`src/rtl/axi_skid_receiver_if.sv`:
```
// Handshake bundle for the skid receiver: upstream valid/ready/data and downstream valid/ready/data.
interface axi_skid_receiver_if #(
  parameter int DATA_WIDTH = 32
);
  logic                  in_valid;
  logic [DATA_WIDTH-1:0] in_data;
  logic                  in_ready;
  logic                  out_valid;
  logic [DATA_WIDTH-1:0] out_data;
  logic                  out_ready;

  modport slave (
    input  in_valid, in_data, out_ready,
    output in_ready, out_valid, out_data
  );

  modport master (
    output in_valid, in_data, out_ready,
    input  in_ready, out_valid, out_data
  );
endinterface

```
`src/rtl/axi_skid_receiver.sv`:
```
// Two-entry skid receiver: output register plus skid register, fully registered
// in_ready/out_valid so neither handshake side has a combinational path to the other.
module axi_skid_receiver #(
  parameter int DATA_WIDTH = 32,
  parameter int CNT_WIDTH  = 16
) (
  input  logic                 clk,
  input  logic                 rst,
  axi_skid_receiver_if.slave   bus,
  output logic [1:0]           count,
  output logic [CNT_WIDTH-1:0] beats
);

  typedef enum logic [1:0] {
    EMPTY = 2'd0,
    BUSY  = 2'd1,
    FULL  = 2'd2
  } state_t;

  state_t                state;
  logic                  in_ready_q;
  logic                  out_valid_q;
  logic [1:0]            count_q;
  logic [CNT_WIDTH-1:0]  beats_q;
  logic [DATA_WIDTH-1:0] out_data_q;
  logic [DATA_WIDTH-1:0] skid_q;
  logic                  in_xfer;
  logic                  out_xfer;

  always_comb begin
    in_xfer  = bus.in_valid & in_ready_q;
    out_xfer = out_valid_q & bus.out_ready;
  end

  always_ff @(posedge clk) begin
    if (rst) begin
      state       <= EMPTY;
      in_ready_q  <= 1'b1;
      out_valid_q <= 1'b0;
      count_q     <= 2'd0;
      beats_q     <= '0;
      out_data_q  <= '0;
      skid_q      <= '0;
    end else begin
      if (in_xfer)
        beats_q <= beats_q + 1'b1;

      case (state)
        EMPTY: begin
          if (in_xfer) begin
            state       <= BUSY;
            out_data_q  <= bus.in_data;
            out_valid_q <= 1'b1;
            in_ready_q  <= 1'b1;
            count_q     <= 2'd1;
          end
        end

        BUSY: begin
          // Simultaneous in/out replaces the output beat directly; skid stays unused.
          case ({in_xfer, out_xfer})
            2'b10: begin
              state      <= FULL;
              skid_q     <= bus.in_data;
              in_ready_q <= 1'b0;
              count_q    <= 2'd2;
            end
            2'b01: begin
              state       <= EMPTY;
              out_valid_q <= 1'b0;
              count_q     <= 2'd0;
            end
            2'b11: out_data_q <= bus.in_data;
            default: ;
          endcase
        end

        FULL: begin
          if (out_xfer) begin
            state      <= BUSY;
            out_data_q <= skid_q;
            in_ready_q <= 1'b1;
            count_q    <= 2'd1;
          end
        end

        default: begin
          state       <= EMPTY;
          in_ready_q  <= 1'b1;
          out_valid_q <= 1'b0;
          count_q     <= 2'd0;
        end
      endcase
    end
  end

  assign bus.in_ready  = in_ready_q;
  assign bus.out_valid = out_valid_q;
  assign bus.out_data  = out_data_q;
  assign count         = count_q;
  assign beats         = beats_q;

endmodule

```
`src/flat_wrapper.sv`:
```
// flat-port wrapper written by rule: the top's interface ports become plain ports
module axi_skid_receiver_flat 
#(
  parameter int DATA_WIDTH = 32,
  parameter int CNT_WIDTH  = 16
)
  (clk, rst, count, beats, bus_in_valid, bus_in_data, bus_out_ready, bus_in_ready, bus_out_valid, bus_out_data);
  axi_skid_receiver_if #(.DATA_WIDTH(DATA_WIDTH)) bus_i ();
  input  logic clk;
  input  logic rst;
  output logic [1:0] count;
  output logic [CNT_WIDTH-1:0] beats;
  input wire logic [$bits(bus_i.in_valid)-1:0] bus_in_valid;
  input wire logic [$bits(bus_i.in_data)-1:0] bus_in_data;
  input wire logic [$bits(bus_i.out_ready)-1:0] bus_out_ready;
  output wire logic [$bits(bus_i.in_ready)-1:0] bus_in_ready;
  output wire logic [$bits(bus_i.out_valid)-1:0] bus_out_valid;
  output wire logic [$bits(bus_i.out_data)-1:0] bus_out_data;
  assign bus_i.in_valid = bus_in_valid;
  assign bus_i.in_data = bus_in_data;
  assign bus_i.out_ready = bus_out_ready;
  assign bus_in_ready = bus_i.in_ready;
  assign bus_out_valid = bus_i.out_valid;
  assign bus_out_data = bus_i.out_data;
  axi_skid_receiver #(.DATA_WIDTH(DATA_WIDTH), .CNT_WIDTH(CNT_WIDTH)) u_core (.clk(clk), .rst(rst), .bus(bus_i), .count(count), .beats(beats));
endmodule
```
`config.mk`:
```
export PLATFORM = sky130hd
export DESIGN_NAME = axi_skid_receiver_flat
export DESIGN_NICKNAME = d
export VERILOG_FILES = /design/src/rtl/axi_skid_receiver_if.sv /design/src/rtl/axi_skid_receiver.sv /design/src/flat_wrapper.sv
export SDC_FILE = /design/constraint.sdc
export NUM_CORES = 1
export LEC_CHECK = 0
export BUFFER_PORTS_ARGS = -buffer_cell sky130_fd_sc_hd__buf_2
export CORE_UTILIZATION = 40
export DETAILED_ROUTE_END_ITERATION = 8
export PLACE_DENSITY = 0.61
export SYNTH_ARGS = -nofsm -noshare
export SYNTH_HDL_FRONTEND = slang
export SYNTH_SLANG_ARGS = --single-unit
```
`constraint.sdc`:
```
create_clock -name clk -period 2.1 [get_ports clk]
set_input_delay 0.42 -clock clk [delete_from_list [all_inputs] [get_ports clk]]
set_output_delay 0.42 -clock clk [all_outputs]
set_load 0.005 [all_outputs]
```
==> results of run 1 <==
[power breakdown]
part / leakage (nW) / total (mW) / internal (mW) / switching (mW)
Sequential: 0.687 / 1.80 / 1.73 / 0.0732
Clock: 0.0936 / 1.10 / 0.545 / 0.556
Combinational: 1.14 / 0.732 / 0.324 / 0.408
[final cells by class]
class | count | area [um^2] | area share (%)
Inverter | 3 | 11.3 | 0.255
Sequential cell | 84 | 1680 | 38.1
Multi-Input combinational cell | 278 | 1840 | 41.7
Tap cell | 108 | 135 | 3.06
Clock inverter | 4 | 48.8 | 1.11
Clock buffer | 11 | 131 | 2.98
Timing Repair Buffer | 102 | 563 | 12.8
[routing by layer]
layer	vias to the layer above	share of wire, %	track usage, %
met5	-	0	0
met4	0	1.0	5.17
met3	8	4.0	3.83
met2	68	46	28.0
met1	1431	49	25.3
li1	1554	-	-
[cells in the final DEF (no fill, tap or decap), types with 3 or more instances in the layout]
master / n
a21oi_1: 40
nand2_1: 70
nand3_1: 6
buf_4: 15
xnor2_1: 7
clkbuf_8: 9
mux2i_1: 32
nand4_1: 3
nor4_1: 3
inv_1: 3
nor2_1: 14
nor3_1: 36
o21ai_0: 5
buf_2: 86
dfxtp_1: 84
a211oi_2: 30
or3_1: 4
[cells by family (layout without fill, tap and decap cells)]
logic type                 after synthesis  count (layout)  synth area share (%)
and+or+nand+nor                        152             152                  19.6
xor gates and xnor gates                 9               9                  2.10
muxes                                   33              33                  8.85
AOI/OAI and AO/OA                       83              83                  18.1
DFF                                     84              84                  44.9
buffers and inverters                   37             120                  6.08
adders and majority gates                1               1                 0.334
[registers in the layout, summed over array words and instances (netlist names)]
register,count
u_core.beats,16
u_core.bus.in_ready,1
u_core.bus.out_data,32
u_core.bus.out_valid,1
u_core.skid_q,32
u_core.state,2
[synthesized netlist by cell type]
library cell / instances
dfxtp_1: 84
nand2_1: 70
a21oi_1: 40
nor3_1: 36
mux2i_1: 32
a211oi_2: 30
nor2_1: 15
clkbuf_1: 12
buf_2: 11
buf_6: 9
xnor2_1: 7
nand3_1: 6
o21ai_0: 5
or3_1: 4
inv_1: 3
nand2b_1: 3
nand4_1: 3
nor4_1: 3
a211oi_1: 2
buf_4: 2
xor2_1: 2
a211o_1: 1
a21o_1: 1
a31o_2: 1
and2_1: 1
and4_1: 1
ha_1: 1
mux2_2: 1
nand2_2: 1
nand3_4: 1
nand3b_1: 1
nand4_2: 1
nand4b_1: 1
nor2b_1: 1
nor4b_4: 1
o21a_1: 1
o21ba_2: 1
o22ai_4: 1
or2_1: 1
or3_4: 1
or4b_1: 1
[per-stage QoR]
stage	hold WS, ns	total power, mW	worst slack (ns)	utilization [%]
finish	0.313	3.63	0.342	49.6
global route	0.306	3.84	0.214	49.6
CTS	0.302	3.68	0.322	49.6
detailed placement	0.446	2.58	0.260	47.6
global placement	0.441	2.56	0.278	47.6
floorplan	0.436	2.35	0.478	-
[final timing paths]
check,startpoint,endpoint,slack (ns)
worst max-delay path,u_core.bus.in_ready$_SDFFE_PP1P_,u_core.skid_q[31]$_SDFFE_PP0P_,0.34
worst min-delay path,bus_in_data[20],u_core.skid_q[20]$_SDFFE_PP0P_,0.31
worst max register to register,u_core.bus.in_ready$_SDFFE_PP1P_,u_core.skid_q[31]$_SDFFE_PP0P_,0.34
worst min register to register,u_core.skid_q[1]$_SDFFE_PP0P_,u_core.skid_q[1]$_SDFFE_PP0P_,0.46
[worst max-delay path, cell delays in order, from the launching register on]
cell,delay (ns)
dfxtp_1,0.51
nand2_2,0.20
or4b_1,0.52
buf_4,0.24
nand2_1,0.10
a21oi_1,0.06
==> metrics.md, run 1 <==
| Metric | Value |
|---|---|
| Chip height | 98.8 um |
| # Post-CTS Setup Buffers | 0 |
| DIE AREA | 9760 um^2 |
| Post-Syn Nets | 436 |
| Critical path class | register to register |
| Rel. slew slack | 68.6% |
| Total negative slack | 0 ns |
| Placed Cells | 575 |
| Post-synthesis average cell area | 9.39 um^2 |
| Avg WL per Cell | 14.3 um |
| Startpoint Class | register |
| Register area share after synthesis | 44.9% |
| H-tree depth | 3 |
| Die X-Extent | 98.8 um |
| Final setup violation count | 0 |
| WL final | 8440 um |
| Max-slew violation count | 0 |
| Antenna cell count | 0 |
| Sink Count | 84 |
| Row count | 34 |
| DRC Markers | 0 |
| Seq cells post-synth | 84 |
| Slew at the pin closest to its max-slew limit | 0.471 ns |
| Vias per std cell | 5.19 |
| Initial antenna violation count | 0 |
| # resized after CTS | 0 |
| Nets | 515 |
| Total track usage | 18.1% |
| Fin crit period | 1.76 ns |
| Final cycle utilization of the critical path | 83.7% |
| Final ANT Viol Nets | 0 |
| Worst Path Arrival | 1.97 ns |
| Max Clock Freq | 569 MHz |
| First-pass GRT wire length | 14000 um |
| Clk Latency, worst-skew pair | 0.35 ns |
| DP Area | 4230 um^2 |
| Clock Path Buffers | 2 |
| Worst hold path class | primary input to register |
| Drt pass-1 iters | 4 |
| Clk root buf | clkbuf_8 |
| Crit end category | register |
| RSZ-0062 raised after global routing | no |
| Post-Synthesis Cells | 399 |
| Fill cells | 821 |
| Pin count of the biggest net entering global routing | 41 |
| Congestion Overflow GR | 0 |
| Worst Path Max Fanout | 23 |
| Share of the synthesized area in the top cell type | 44.9% |
| Max-Cap Viols | 0 |
| Num ports | 88 |
| CTS tree | done |
| Setup Skew | 0.0135 ns |
| CTS hold repair buffers | 0 |
| Status | finished clean |
| R2R cell count | 5 |
| Post-synth cell types | 41 |
| CP required | 2.31 ns |
| Vias | 3061 |
| CTS buffer count | 9 |
| Gpl congestion | 0.735 |
| PortBufs | 87 |
| Number of global-route vias before repair | 2860 |
| Top cell type by total area after synthesis | dfxtp_1 |
| LEAKAGE | 1.93 nW |
| Share of layout cells above drive strength 1 | 32.6% |
| Starting Density | 42.1% |
| Final Instance Area | 4410 um^2 |
| Cell Area, Synth | 3750 um^2 |
| Clk slew on worst S/H paths | 0.09 ns |
| Final hold vios | 0 |
| Fin cells | 590 |
| Worst vdd ir | 0.000399 V |
| Syn-to-layout area delta | 17.8% |
| Hold Path Depth | 3 |
| Power density cells | 823 nW/um^2 |
| Synth area leaders | dfxtp_1, a211oi_2, mux2i_1 |
| 1st-iter DRT viols | 93 |
| Core ar. | 8890 um^2 |
| Yosys warning total | 0 |
| Post-DP HPWL | 5570 um |
Note: power is estimated with default switching activity, not from simulation.
==> run 2, diff against run 1 <==
clock period = 1.7 ns   (was 2.1 ns; I/O delays follow)
==> metrics.md, run 2 (synthesized netlist as in run 1, its figures left out) <==
| Metric | Value |
|---|---|
| Pin count of the biggest net entering global routing | 51 (was 41) |
| R2R cell count | 6 (was 5) |
| Max-Cap Viols | 0 (unchanged) |
| Number of global-route vias before repair | 2971 (was 2860) |
| Vias | 3101 (was 3061) |
| DIE AREA | 9760 um^2 (unchanged) |
| Max Clock Freq | 636 MHz (was 569 MHz) |
| Sink Count | 84 (unchanged) |
| Critical path origin | u_core.state[1]$_SDFFE_PP0P_ (was u_core.bus.in_ready$_SDFFE_PP1P_) |
| Total negative slack | 0 ns (unchanged) |
| Reg2reg setup slack | 0.13 ns (was 0.34 ns) |
| Final ANT Viol Nets | 0 (unchanged) |
| Worst path most repeated cell | buf_4 |
| Vias per std cell | 5.17 (was 5.19) |
| Most common cell after layout, fill and taps aside | buf_2 (unchanged) |
| Clock Path Buffers | 2 (unchanged) |
| Post-DP HPWL | 5780 um (was 5570 um) |
| Total track usage | 18.7% (was 18.1%) |
| Rel. slew slack | 74.8% (was 68.6%) |
| Slew at the pin closest to its max-slew limit | 0.375 ns (was 0.471 ns) |
| Commonest non-fill, non-tap cells in the layout | buf_2, dfxtp_1, nand2_1 (unchanged) |
| DRC Markers | 0 (unchanged) |
| RSZ-0062 raised after global routing | no (unchanged) |
| Worst setup margin | 0.129 ns (was 0.342 ns) |
| Die X-Extent | 98.8 um (unchanged) |
| Reg-to-reg critical path startpoint | u_core.state[1]$_SDFFE_PP0P_ (was u_core.bus.in_ready$_SDFFE_PP1P_) |
| CP Capture Point | u_core.bus.out_data[29]$_SDFFE_PP0P_ (was u_core.skid_q[31]$_SDFFE_PP0P_) |
| LEAKAGE | 1.99 nW (was 1.93 nW) |
| FF-to-FF End | u_core.bus.out_data[29]$_SDFFE_PP0P_ (was u_core.skid_q[31]$_SDFFE_PP0P_) |
| Core ar. | 8890 um^2 (unchanged) |
| Critical path class | register to register (unchanged) |
| Num ports | 88 (unchanged) |
| Syn-to-layout area delta | 21.4% (was 17.8%) |
| Gpl congestion | 0.745 (was 0.735) |
| Drt pass-1 iters | 4 (unchanged) |
| PortBufs | 87 (unchanged) |
| Avg WL per Cell | 14.5 um (was 14.3 um) |
| Final cycle utilization of the critical path | 92.4% (was 83.7%) |
| Worst Path Arrival | 1.84 ns (was 1.97 ns) |
| CP max stage cell | dfxtp_1 (was or4b_1) |
| Crit end category | register (unchanged) |
| Chip height | 98.8 um (unchanged) |
| Setup Skew | 0.0116 ns (was 0.0135 ns) |
| First-pass GRT wire length | 14500 um (was 14000 um) |
| Fin crit period | 1.57 ns (was 1.76 ns) |
| CTS tree | done (unchanged) |
| CTS buffer count | 9 (unchanged) |
| Final setup violation count | 0 (unchanged) |
| Clk slew on worst S/H paths | 0.09 ns (about the same) |
| Worst hold path class | primary input to register (unchanged) |
| Row count | 34 (unchanged) |
| Antenna cell count | 0 (unchanged) |
| DP Worst Slack | 0.00898 ns (was 0.260 ns) |
| Power density cells | 1020 nW/um^2 (was 823 nW/um^2) |
| H-tree depth | 3 (unchanged) |
| Status | finished clean (unchanged) |
| CP required | 1.96 ns (was 2.31 ns) |
| CP max stage delay | 0.41 ns (was 0.52 ns) |
| Starting Density | 42.1% (unchanged) |
| Share of layout cells above drive strength 1 | 34.6% (was 32.6%) |
| 1st-iter DRT viols | 123 (was 93) |
| Clk Latency, worst-skew pair | 0.35 ns (about the same) |
| Final hold vios | 0 (unchanged) |
| Nets | 524 (was 515) |
| CTS hold repair buffers | 0 (unchanged) |
| Worst vdd ir | 0.000508 V (was 0.000399 V) |
| Congestion Overflow GR | 0 (unchanged) |
| Initial antenna violation count | 1 (was 0) |
| WL final | 8720 um (was 8440 um) |
| Startpoint Class | register (unchanged) |
| Worst path cell trace | buf_4 > nand2b_2 > o22ai_4 > buf_4 > nor3_1 > a211oi_2 (was nand2_2 > or4b_1 > buf_4 > nand2_1 > a21oi_1) |
| Worst Path Max Fanout | 26 (was 23) |
| Max-slew violation count | 0 (unchanged) |
| Clk root buf | clkbuf_8 (unchanged) |
==> run 2: cell types whose count changed in the layout (fill, tap and decap cells not counted), sizes merged <==
cell      delta
clkinvlp     +2
buf          +9
clkbuf       -1
==> run 2: through the flow <==
stage | util (%) | cell area, um^2 | std cells | total power [mW] | hold slack (ns)
after CTS | 51.1 | 4550 | 600 | 4.72 | 0.206
after global placement | 48.8 | 4340 | 584 | 3.21 | 0.440
after floorplan | - | 3750 | 399 | 2.91 | 0.436
after global routing | 51.2 | 4550 | 600 | 4.91 | 0.213
final | 51.2 | 4550 | 600 | 4.65 | 0.227
after detailed placement | 48.8 | 4340 | 584 | 3.24 | 0.446
==> run 2: cell type report <==
| type | count | area, um^2 |
|---|---|---|
| inverters | 3 | 11.3 |
| repair buffers | 111 | 668 |
| fillers | 837 | 4340 |
| flip-flops and latches | 84 | 1680 |
| well taps | 108 | 135 |
| clock inverters | 6 | 71.3 |
| clock buffers | 10 | 138 |
| multi-input cells | 278 | 1840 |
==> run 2: what timing repair did <==
action                                  4_1_cts  5_1_grt
endpoints found under the setup margin        0       57
hold endpoints to repair                      0        0
setup buffers                                 0        0
resized for setup                             0        1
==> run 2: how the worst min path moves through the flow <==
stage	to	slack [ns]	startpoint	cells after the start
6_report	u_core.skid_q[19]$_SDFFE_PP0P_	0.23	bus_in_data[19]	3
5_1_grt	u_core.skid_q[14]$_SDFFE_PP0P_	0.21	bus_in_data[14]	3
4_1_cts	u_core.skid_q[19]$_SDFFE_PP0P_	0.21	bus_in_data[19]	3
3_5_place_dp	u_core.skid_q[31]$_SDFFE_PP0P_	0.45	u_core.skid_q[31]$_SDFFE_PP0P_	2
3_3_place_gp	u_core.skid_q[31]$_SDFFE_PP0P_	0.44	u_core.skid_q[31]$_SDFFE_PP0P_	2
2_1_floorplan	u_core.skid_q[0]$_SDFFE_PP0P_	0.44	u_core.skid_q[0]$_SDFFE_PP0P_	2
==> run 2: worst max-delay path, delay by kind of cell, from the launching register on <==
family | cells | cell delay (ns)
AND/OR/NAND/NOR | 2 | 0.20
AO/OA/AOI/OAI | 2 | 0.36
flip-flops | 1 | 0.41
buffers and inverters | 2 | 0.52
==> run 2: layer usage <==
layer	global-route usage, %	up-vias	part of all wire (%)
li1	-	1574	-
met1	25.0	1442	48
met2	29.5	74	46
met3	4.61	9	4.4
met4	6.31	2	0.97
met5	0	-	0.15
==> run 2: power by group <==
part / total (mW) / internal, mW / leakage (nW) / switching, mW
Clock: 1.47 / 0.729 / 0.0991 / 0.743
Combinational: 0.947 / 0.435 / 1.20 / 0.512
Sequential: 2.23 / 2.13 / 0.687 / 0.100
Total: 4.65 / 3.30 / 1.99 / 1.36
